[config.mk]
export PLATFORM = sky130hd
export DESIGN_NAME = acc_job_sched
export DESIGN_NICKNAME = d
export VERILOG_FILES = /design/src/rtl/cfg_types_pkg.sv /design/src/rtl/acc_job_fifo.sv /design/src/rtl/acc_job_sched.sv
export SDC_FILE = /design/constraint.sdc
export NUM_CORES = 1
export LEC_CHECK = 0
export CORE_ASPECT_RATIO = 0.75
export CORE_MARGIN = 3
export CORE_UTILIZATION = 45
export CTS_CLUSTER_SIZE = 28
export DETAILED_ROUTE_END_ITERATION = 10
export GPL_TIMING_DRIVEN = 0
export PLACE_DENSITY_LB_ADDON = 0.1
export SLEW_MARGIN = 20
export SYNTH_ARGS = -nofsm -noshare
export SYNTH_HDL_FRONTEND = slang
export SYNTH_SLANG_ARGS = --single-unit
[constraint.sdc]
create_clock -name clk -period 3.3 [get_ports clk]
set_input_delay 0.825 -clock clk [delete_from_list [all_inputs] [get_ports clk]]
set_output_delay 0.825 -clock clk [all_outputs]
set_load 0.02 [all_outputs]
[src/rtl/cfg_types_pkg.sv]
// Shared types for the accelerator job scheduler: job word, error/status codes, FSM states.
package cfg_types_pkg;

    typedef enum logic [1:0] {
        ER_OKAY        = 2'd0,
        ER_MAXCNT_ZERO = 2'd1,
        ER_MAXCNT_ODD  = 2'd2,
        ER_INCR        = 2'd3
    } acc_error_t;

    typedef enum logic {
        ST_IDLE    = 1'b0,
        ST_RUNNING = 1'b1
    } acc_state_t;

    typedef struct packed {
        logic [7:0] max_cnt;
        logic [7:0] incr;
    } acc_job_t;

    typedef enum logic [2:0] {
        IDLE     = 3'd0,
        LOAD     = 3'd1,
        DISPATCH = 3'd2,
        RUN      = 3'd3,
        COMPLETE = 3'd4,
        HALT     = 3'd5
    } sched_state_t;

    // The accelerator only accepts a non-zero, even word count.
    function automatic logic job_is_valid(input acc_job_t job);
        return (job.max_cnt != '0) && !job.max_cnt[0];
    endfunction

endpackage

[src/rtl/acc_job_fifo.sv]
// Synchronous job FIFO; head entry is read combinationally, flush empties it in one cycle.
module acc_job_fifo
    import cfg_types_pkg::*;
#(
    parameter int unsigned DEPTH = 4
) (
    input  logic                     clk,
    input  logic                     rst_n,
    input  logic                     i_push,
    input  acc_job_t                 i_data,
    input  logic                     i_pop,
    input  logic                     i_flush,
    output acc_job_t                 o_data,
    output logic [$clog2(DEPTH):0]   o_level,
    output logic                     o_full,
    output logic                     o_empty
);

    localparam int unsigned AW = $clog2(DEPTH);

    acc_job_t         r_mem [DEPTH];
    logic [AW-1:0]    r_wr_ptr;
    logic [AW-1:0]    r_rd_ptr;
    logic [AW:0]      r_level;
    logic             w_do_push;
    logic             w_do_pop;

    // DEPTH is a power of two, so the level MSB alone marks full.
    assign o_full    = r_level[AW];
    assign o_empty   = (r_level == '0);
    assign o_level   = r_level;
    assign o_data    = r_mem[r_rd_ptr];
    assign w_do_push = i_push && !o_full && !i_flush;
    assign w_do_pop  = i_pop && !o_empty && !i_flush;

    always_ff @(posedge clk) begin
        if (w_do_push) r_mem[r_wr_ptr] <= i_data;
    end

    always_ff @(posedge clk or negedge rst_n) begin
        if (!rst_n) begin
            r_wr_ptr <= '0;
            r_rd_ptr <= '0;
            r_level  <= '0;
        end else if (i_flush) begin
            r_wr_ptr <= '0;
            r_rd_ptr <= '0;
            r_level  <= '0;
        end else begin
            if (w_do_push) r_wr_ptr <= r_wr_ptr + 1'b1;
            if (w_do_pop)  r_rd_ptr <= r_rd_ptr + 1'b1;
            case ({w_do_push, w_do_pop})
                2'b10:   r_level <= r_level + 1'b1;
                2'b01:   r_level <= r_level - 1'b1;
                default: r_level <= r_level;
            endcase
        end
    end

endmodule

[src/rtl/acc_job_sched.sv]
// Job scheduler in front of the accelerator sequencer: queue, validate, dispatch, count, interrupt.
// Optional RUN watchdog with sticky HALT state and timeout output: define ACC_SCHED_TIMEOUT_EN.
module acc_job_sched
    import cfg_types_pkg::*;
#(
    parameter int unsigned QUEUE_DEPTH    = 4,
    parameter int unsigned CNT_WIDTH      = 16,
    parameter int unsigned TIMEOUT_CYCLES = 512
) (
    input  logic                          clk,
    input  logic                          rst_n,
    input  logic                          push_valid,
    output logic                          push_ready,
    input  logic [7:0]                    push_max_cnt,
    input  logic [7:0]                    push_incr,
    input  logic                          flush,
    output logic                          acc_start,
    output logic [7:0]                    acc_max_cnt,
    output logic [7:0]                    acc_incr,
    input  logic                          acc_done,
    input  acc_error_t                    acc_error,
    output acc_state_t                    sched_state,
    output logic [$clog2(QUEUE_DEPTH):0]  queue_level,
    output logic [CNT_WIDTH-1:0]          jobs_done,
    output logic [CNT_WIDTH-1:0]          jobs_rej,
    output logic                          irq,
    input  logic                          irq_clr
`ifdef ACC_SCHED_TIMEOUT_EN
    ,
    output logic                          timeout
`endif
);

    if ((QUEUE_DEPTH < 2) || ((QUEUE_DEPTH & (QUEUE_DEPTH - 1)) != 0) || (TIMEOUT_CYCLES < 1)) begin : g_bad_cfg
        $error("acc_job_sched: QUEUE_DEPTH must be a power of two >= 2 and TIMEOUT_CYCLES >= 1");
    end

    sched_state_t           r_state;
    sched_state_t           w_state_nx;
    acc_job_t               r_job;
    acc_job_t               w_head;
    logic                   w_full;
    logic                   w_empty;
    logic                   w_push;
    logic                   w_pop;
    logic                   w_rej;
    logic                   w_cmp;
    logic                   w_irq_set;
    logic [CNT_WIDTH-1:0]   r_jobs_done;
    logic [CNT_WIDTH-1:0]   r_jobs_rej;
    logic                   r_irq;

    assign push_ready = !w_full && !flush;
    assign w_push     = push_valid && push_ready;
    assign w_pop      = (r_state == IDLE) && !w_empty && !flush;

    acc_job_fifo #(
        .DEPTH (QUEUE_DEPTH)
    ) u_fifo (
        .clk     (clk),
        .rst_n   (rst_n),
        .i_push  (w_push),
        .i_data  ('{max_cnt: push_max_cnt, incr: push_incr}),
        .i_pop   (w_pop),
        .i_flush (flush),
        .o_data  (w_head),
        .o_level (queue_level),
        .o_full  (w_full),
        .o_empty (w_empty)
    );

`ifdef ACC_SCHED_TIMEOUT_EN
    localparam int unsigned WDW = $clog2(TIMEOUT_CYCLES) + 1;
    logic [WDW-1:0] r_wdog;

    always_ff @(posedge clk or negedge rst_n) begin
        if (!rst_n)                r_wdog <= '0;
        else if (r_state != RUN)   r_wdog <= '0;
        else                       r_wdog <= r_wdog + 1'b1;
    end

    assign timeout = (r_state == HALT);
`endif

    always_comb begin
        w_state_nx = r_state;
        w_rej      = 1'b0;
        w_cmp      = 1'b0;
        case (r_state)
            IDLE:     if (w_pop) w_state_nx = LOAD;
            LOAD: begin
                if (job_is_valid(r_job)) begin
                    w_state_nx = DISPATCH;
                end else begin
                    w_rej      = 1'b1;
                    w_state_nx = IDLE;
                end
            end
            DISPATCH: w_state_nx = RUN;
            RUN: begin
                // An error report outranks a coincident done.
                if (acc_error != ER_OKAY) begin
                    w_rej      = 1'b1;
                    w_state_nx = IDLE;
                end else if (acc_done) begin
                    w_state_nx = COMPLETE;
                end
`ifdef ACC_SCHED_TIMEOUT_EN
                else if (r_wdog == WDW'(TIMEOUT_CYCLES - 1)) begin
                    w_rej      = 1'b1;
                    w_state_nx = HALT;
                end
`endif
            end
            COMPLETE: begin
                w_cmp      = 1'b1;
                w_state_nx = IDLE;
            end
`ifdef ACC_SCHED_TIMEOUT_EN
            HALT:     if (flush) w_state_nx = IDLE;
`endif
            default:  w_state_nx = IDLE;
        endcase
    end

    assign w_irq_set = w_rej || (w_cmp && w_empty);

    always_ff @(posedge clk or negedge rst_n) begin
        if (!rst_n) begin
            r_state     <= IDLE;
            r_job       <= '0;
            r_jobs_done <= '0;
            r_jobs_rej  <= '0;
            r_irq       <= 1'b0;
        end else begin
            r_state <= w_state_nx;
            if (w_pop) r_job <= w_head;
            if (w_cmp && !(&r_jobs_done)) r_jobs_done <= r_jobs_done + 1'b1;
            if (w_rej && !(&r_jobs_rej))  r_jobs_rej  <= r_jobs_rej + 1'b1;
            if (w_irq_set)    r_irq <= 1'b1;
            else if (irq_clr) r_irq <= 1'b0;
        end
    end

    assign acc_start   = (r_state == DISPATCH);
    assign acc_max_cnt = r_job.max_cnt;
    assign acc_incr    = r_job.incr;
    assign sched_state = (r_state inside {LOAD, DISPATCH, RUN, COMPLETE}) ? ST_RUNNING : ST_IDLE;
    assign jobs_done   = r_jobs_done;
    assign jobs_rej    = r_jobs_rej;
    assign irq         = r_irq;

endmodule

# --- Yosys cells after proc, flatten, opt, wreduce, memory -nomap -nowiden ---
# Memory sizes are Yosys's and may differ from the RTL's. A register that Yosys moved wholly into a read port is not among the register bits.
# Index checks and enable logic that the tools add are counted.
classes:
  n_addsub: 6
  eq_ne: 8
  muxes: 20
  reduce_logical: 32
op_table:
  columns: ["cell", "count"]
  rows:
  - ["$add 16x1->16 const B", 2]
  - ["$reduce_and 16->1", 2]
  - ["$logic_and 1x1->1", 12]
  - ["$mux 3", 4]
  - ["$pmux 3 s4", 1]
  - ["$mux 2", 5]
  - ["$mux 1", 8]
  - ["$reduce_bool 2->1", 4]
  - ["$reduce_bool 8->1", 1]
  - ["$logic_not 1->1", 7]
  - ["$eq 3x2->1 const B", 2]
  - ["$logic_not 3->1", 2]
  - ["$pmux 3 s2", 1]
  - ["$add 2x1->2 const B", 2]
  - ["$reduce_bool 4->1", 1]
  - ["$add 3x1->3 const B", 1]
  - ["$eq 3x1->1 const B", 1]
  - ["$eq 3x3->1 const B", 1]
  - ["$ne 3x3->1 const B", 1]
  - ["$reduce_bool 3->1", 1]
  - ["$sub 3x1->3 const B", 1]
  - ["$eq 2x1->1 const B", 1]
  - ["$eq 2x2->1 const B", 1]
  - ["$ne 2x1->1 const B", 1]
  - ["other kinds (3)", 3]
totals:
  register_bits: 43
  ramBits: 64
  input_bits: 24
  out_inout_bits: 55
  elab_cells: 74
  n_memories: 1
mem_list:
  columns: ["memory", "depth", "word_bits", "rd", "rd_ports_with_merged_regs", "wr", "line", "source"]
  rows:
  - ["u_fifo.r_mem", 4, 16, 1, 1, 1, "acc_job_fifo.sv:21", "acc_job_t r_mem [DEPTH];"]

# --- Longest topological paths before layout ---
logic_depth:
  word_depth: 9
  mapped_depth: 11
  ltp_nobuf: 9

# --- Modules after synthesis ---
# Synthesis repeated with hierarchy kept, for this count alone.
hier_totals:
  hier_cells: 352
  area_unflattened_um2: 5253.8
by_module_without_submodules:
  columns: ["mod", "n_inst", "cells_per_inst", "area_each_um2", "seq_area_each_um2"]
  rows:
  - ["acc_job_fifo", 1, 142, 2859.0, 2097.0]
  - ["acc_job_sched", 1, 210, 2394.8, 1301.2]

# --- Least setup slack after synthesis ---
# No wires, ideal clock.
synth_path:
  path_kind: "input -> register"
  from: "in flush"
  to: "reg u_fifo.r_level[2], in the netlist u_fifo.o_level[2]"
  t_arrival_ns: 2.429
  required_ns: 3.168
  slack_ns: 0.739
  stages: 10
  cell_sequence: "clkbuf_1 -> nor2b_1 -> buf_4 -> buf_8 -> nor2b_1 -> fa_1 -> a21oi_1 -> nor2_1 -> a221oi_1 -> nor2_1"
synth_between:
  elab_chain_len: 8
  word_cells_on_any_way: 13
  classes_between: "2 x eq/ne; 2 x mux; 9 x reduce/logical"
synth_rtl:
  columns: ["element", "line", "source"]
  rows:
  - ["start, declared", "acc_job_sched.sv:16", "input logic flush,"]
  - ["$logic_not 1->1", null, null]
  - ["$logic_and 1x1->1", "acc_job_sched.sv:53", "assign push_ready = !w_full && !flush;"]
  - ["$logic_and 1x1->1", "acc_job_sched.sv:54", "assign w_push = push_valid && push_ready;"]
  - ["$logic_and 1x1->1 (2 in a row)", "acc_job_fifo.sv:33", "assign w_do_push = i_push && !o_full && !i_flush;"]
  - ["$eq 2x1->1 or $eq 2x2->1 (tied branches)", "acc_job_fifo.sv:52", "case ({w_do_push, w_do_pop})"]
  - ["$pmux 3 s2", "acc_job_fifo.sv:52", null]
  - ["$mux 3", "acc_job_fifo.sv:45", "end else if (i_flush) begin"]
  - ["end signal, assigned", "acc_job_fifo.sv:53", "2'b10: r_level <= r_level + 1'b1;"]
  - ["end signal, assigned", "acc_job_fifo.sv:54", "2'b01: r_level <= r_level - 1'b1;"]
  - ["end signal, assigned", "acc_job_fifo.sv:55", "default: r_level <= r_level;"]
  - ["end, declared", "acc_job_fifo.sv:24", "logic [AW:0] r_level;"]
# Parallel ways exist; a longest one is shown, timed or not.
# A chain may end at the register's enable or synchronous reset.

# --- Final worst setup path ---
layout_path:
  from: "in push_valid"
  to: "mem u_fifo.r_mem[0][13] in the netlist's numbering, enable pin"
layout_between:
  elab_chain_len: 5
layout_rtl:
  columns: ["element", "line", "source"]
  rows:
  - ["start, declared", "acc_job_sched.sv:12", "input logic push_valid,"]
  - ["$logic_and 1x1->1", "acc_job_sched.sv:54", null]
  - ["$logic_and 1x1->1 (2 in a row)", "acc_job_fifo.sv:33", null]
  - ["$mux 1", "acc_job_fifo.sv:37", "if (w_do_push) r_mem[r_wr_ptr] <= i_data;"]
  - ["$mux 1 (not written as such)", "acc_job_fifo.sv:37", null]
  - ["end, declared", "acc_job_fifo.sv:21", null]
# No other way between the ends.

==> out/qor.yml <==
regArea_um2: 3400
fillerInstances: 864
clock_sinks: 123
synthTopCellsByArea: "edfxtp_1 37%, dfrtp_1 29%, mux4_2 7.0%"
nets: 459
instances_no_fill: 581
numPortBuffers: 77
place_area_um2: 6100
hold_violations: 0
min_period_over_period_pct: 82.8
period_minus_slack_ns: 2.73
clock_latency_ns: 0.40
drive_gt1_share_pct: 18.8
power.density_nw_per_um2: 788
synth_edf_count: 64
crit_chain: "clkdlybuf4s50_1, nor2b_1, nor2b_1, clkbuf_1, and2_1"
fmax_mhz: 366
drtAntennaViolNets: 0
power_mw: 5.28
finalClockSkew_ns: 0.00821
htreeDepth: 4
crit_top_cell: "nor2b_1"
worst_slew_pin_slew_ns: 0.922
outcome: "finished, final reports clean"
cts_resized: 0
wire_per_inst_um: 17.2
synthesis.nets: 362
synthToLayoutAreaGrowth_pct: 30.7
die_h_um: 98.5
drv_cap: 0
rsz0062_at_grt: "no"
grt_pass1_vias: 3117
startpoint_type: "input pin"
timing.hold.ws_ns: 0.265
grt_pass1_wl_um: 16600
postCtsSetupBuffers: 0
fin_area_um2: 6710
leakagePower_nw: 2.54
first_iter_violations: 207
synth_top_area_cell: "edfxtp_1"
drt-total-wl_um: 9970
path_class: "input pin to register"
overflow: 0
hpwl_um: 6650
vias: 3017
gp_congestion: 0.800
required_ns: 3.32
yosysTopAreaCellShare_pct: 37.5
syn_inst: 331
core_um2: 11000
syn-cell-area_um2: 5130
ctsRootBufferMaster: "clkbuf_16"
track_usage_pct: 17.1
tns_ns: 0
setup_violations: 0
async_flop_share_pct: 48.0
antenna_found_initial: 0
drc: 0
ys.flop_type: "edfxtp_1"
arrival_ns: 2.75
cp-end-kind: "register"
cts_buffer_depth: 2
synth_cell_type_count: 48
avgSynthCellArea_um2: 15.5
ys_seq_elements: 123
crit_fanout: 16
initial_core_util_pct: 46.5
slowest_delay_ns: 0.79
cts_tree: "built"
placed_cells: 549
yosysSeqAreaShare_pct: 66.2
multiInputGateArea_um2: 1620
diodes: 0
core.rowCount: 33
numCtsBuffers: 17
yosys_warnings: 0
chipWidth_um: 129
final_max_slew_viol_count: 0
grt_max_degree: 52
io_pins: 79
peakVddDrop_uv: 458
cts-hold-fix-buffers: 0
drt-vias-per-instance: 5.19
worst_path_max_delay_cell: "and2_1"
first_pass_iters: 4
min_path_type: "input pin to async pin"
path_clk_slew_ns: 0.05
dieArea_um2: 12700
relSlewSlack_pct: 38.5
## layout by cell type (no fill, tap or decap), types with 7 or more instances in the layout
master           Yosys  routed
nor3_1              10      10
clkdlybuf4s50_1      0      76
dfrtp_1             59      59
nand2_1             19      19
nand4_1             11      11
xor2_1              13      13
clkbuf_16            0      19
mux4_2              16      16
clkbuf_1             3       8
mux2_2              20      20
nand3_1              9       9
nor2_1              20      20
edfxtp_1            64      64
nor2b_1              7       7
xnor2_1             18      18
## critical path, delay by kind of cell
| family | cells | cell delay [ns] |
|---|---|---|
| buffers and inverters | 2 | 0.76 |
| and+or+nand+nor | 3 | 1.15 |
## flip-flops by register name (all words and copies together), names as in the netlist, 3 cells and up
signal,count
acc_max_cnt,8
jobs_rej,16
u_fifo.r_mem,64
jobs_done,16
u_fifo.o_level,3
acc_incr,8
r_state,3
## power by group
| group | switching [mW] | internal (mW) | total, mW |
|---|---|---|---|
| Clock | 0.618 | 1.24 | 1.86 |
| Sequential | 0.194 | 1.86 | 2.05 |
| Combinational | 0.660 | 0.710 | 1.37 |
| Total | 1.47 | 3.81 | 5.28 |
## final cells by class
cell class | count | share of cell area [%]
buffer | 12 | 1.27
clock buffer | 26 | 7.78
clock inverter | 6 | 1.23
inverter | 6 | 0.336
multi-input combinational | 190 | 24.2
sequential | 123 | 50.7
tap | 140 | 2.61
timing repair buffer | 78 | 11.9
## path summary, 6_finish.rpt
path | start | endpoint | slack [ns] | cells past startpoint
setup / recovery | push_valid | u_fifo.r_mem[0][13]$_DFFE_PP_ | 0.57 | 5
hold / removal | rst_n | acc_incr[4]$_DFFE_PN0N_ | 0.27 | 1
setup reg to reg | u_fifo.o_level[0]$_DFFE_PN0P_ | u_fifo.o_level[2]$_DFFE_PN0P_ | 0.70 | 11
hold reg to reg | jobs_rej[6]$_DFFE_PN0P_ | jobs_rej[6]$_DFFE_PN0P_ | 0.49 | 1
max in group asynchronous | rst_n | jobs_rej[10]$_DFFE_PN0P_ | 2.54 | 2
min in group clk | jobs_rej[6]$_DFFE_PN0P_ | jobs_rej[6]$_DFFE_PN0P_ | 0.49 | 1
## metal layers
layer	wire length [um]	GRT usage (%)	part of all wire, %
met1	4980	24.8	50
met2	4510	25.0	45
met3	392	5.15	3.9
met4	88	5.33	0.88
met5	0	0	0
## cell usage after synthesis, drive strengths merged, types with 2 or more instances
| master | number |
|---|---|
| nor4 | 4 |
| a21oi | 2 |
| clkbuf | 3 |
| edfxtp | 64 |
| or4 | 2 |
| nand3 | 10 |
| nor2 | 20 |
| dfrtp | 59 |
| nor2b | 7 |
| inv | 6 |
| nand4 | 11 |
| mux4 | 16 |
| nand2 | 19 |
| xor2 | 13 |
| o21ai | 2 |
| and3 | 5 |
| mux2 | 21 |
| o21a | 2 |
| buf | 9 |
| xnor2 | 18 |
| and2 | 6 |
| nor3 | 11 |
| ha | 6 |
## kinds of logic (layout without fill, tap and decap cells)
logic type	Yosys count	count (layout)	synth area share, %
AOI/OAI and AO/OA	14	14	2.20
xor gates and xnor gates	31	31	5.29
adders and majority gates	7	7	1.85
buffers and inverters	18	128	2.10
DFF	123	123	66.2
muxes	38	38	11.8
and+or+nand+nor	100	100	10.5
## per-stage QoR
stage          util (%)  worst slack [ns]
3_5_place_dp       55.3             0.150
2_1_floorplan         -             0.739
4_1_cts            60.8             0.541
3_3_place_gp       55.1            -0.682
6_report           60.8             0.568
5_1_grt            60.8             0.421
Note: power is estimated with default switching activity, not from simulation.
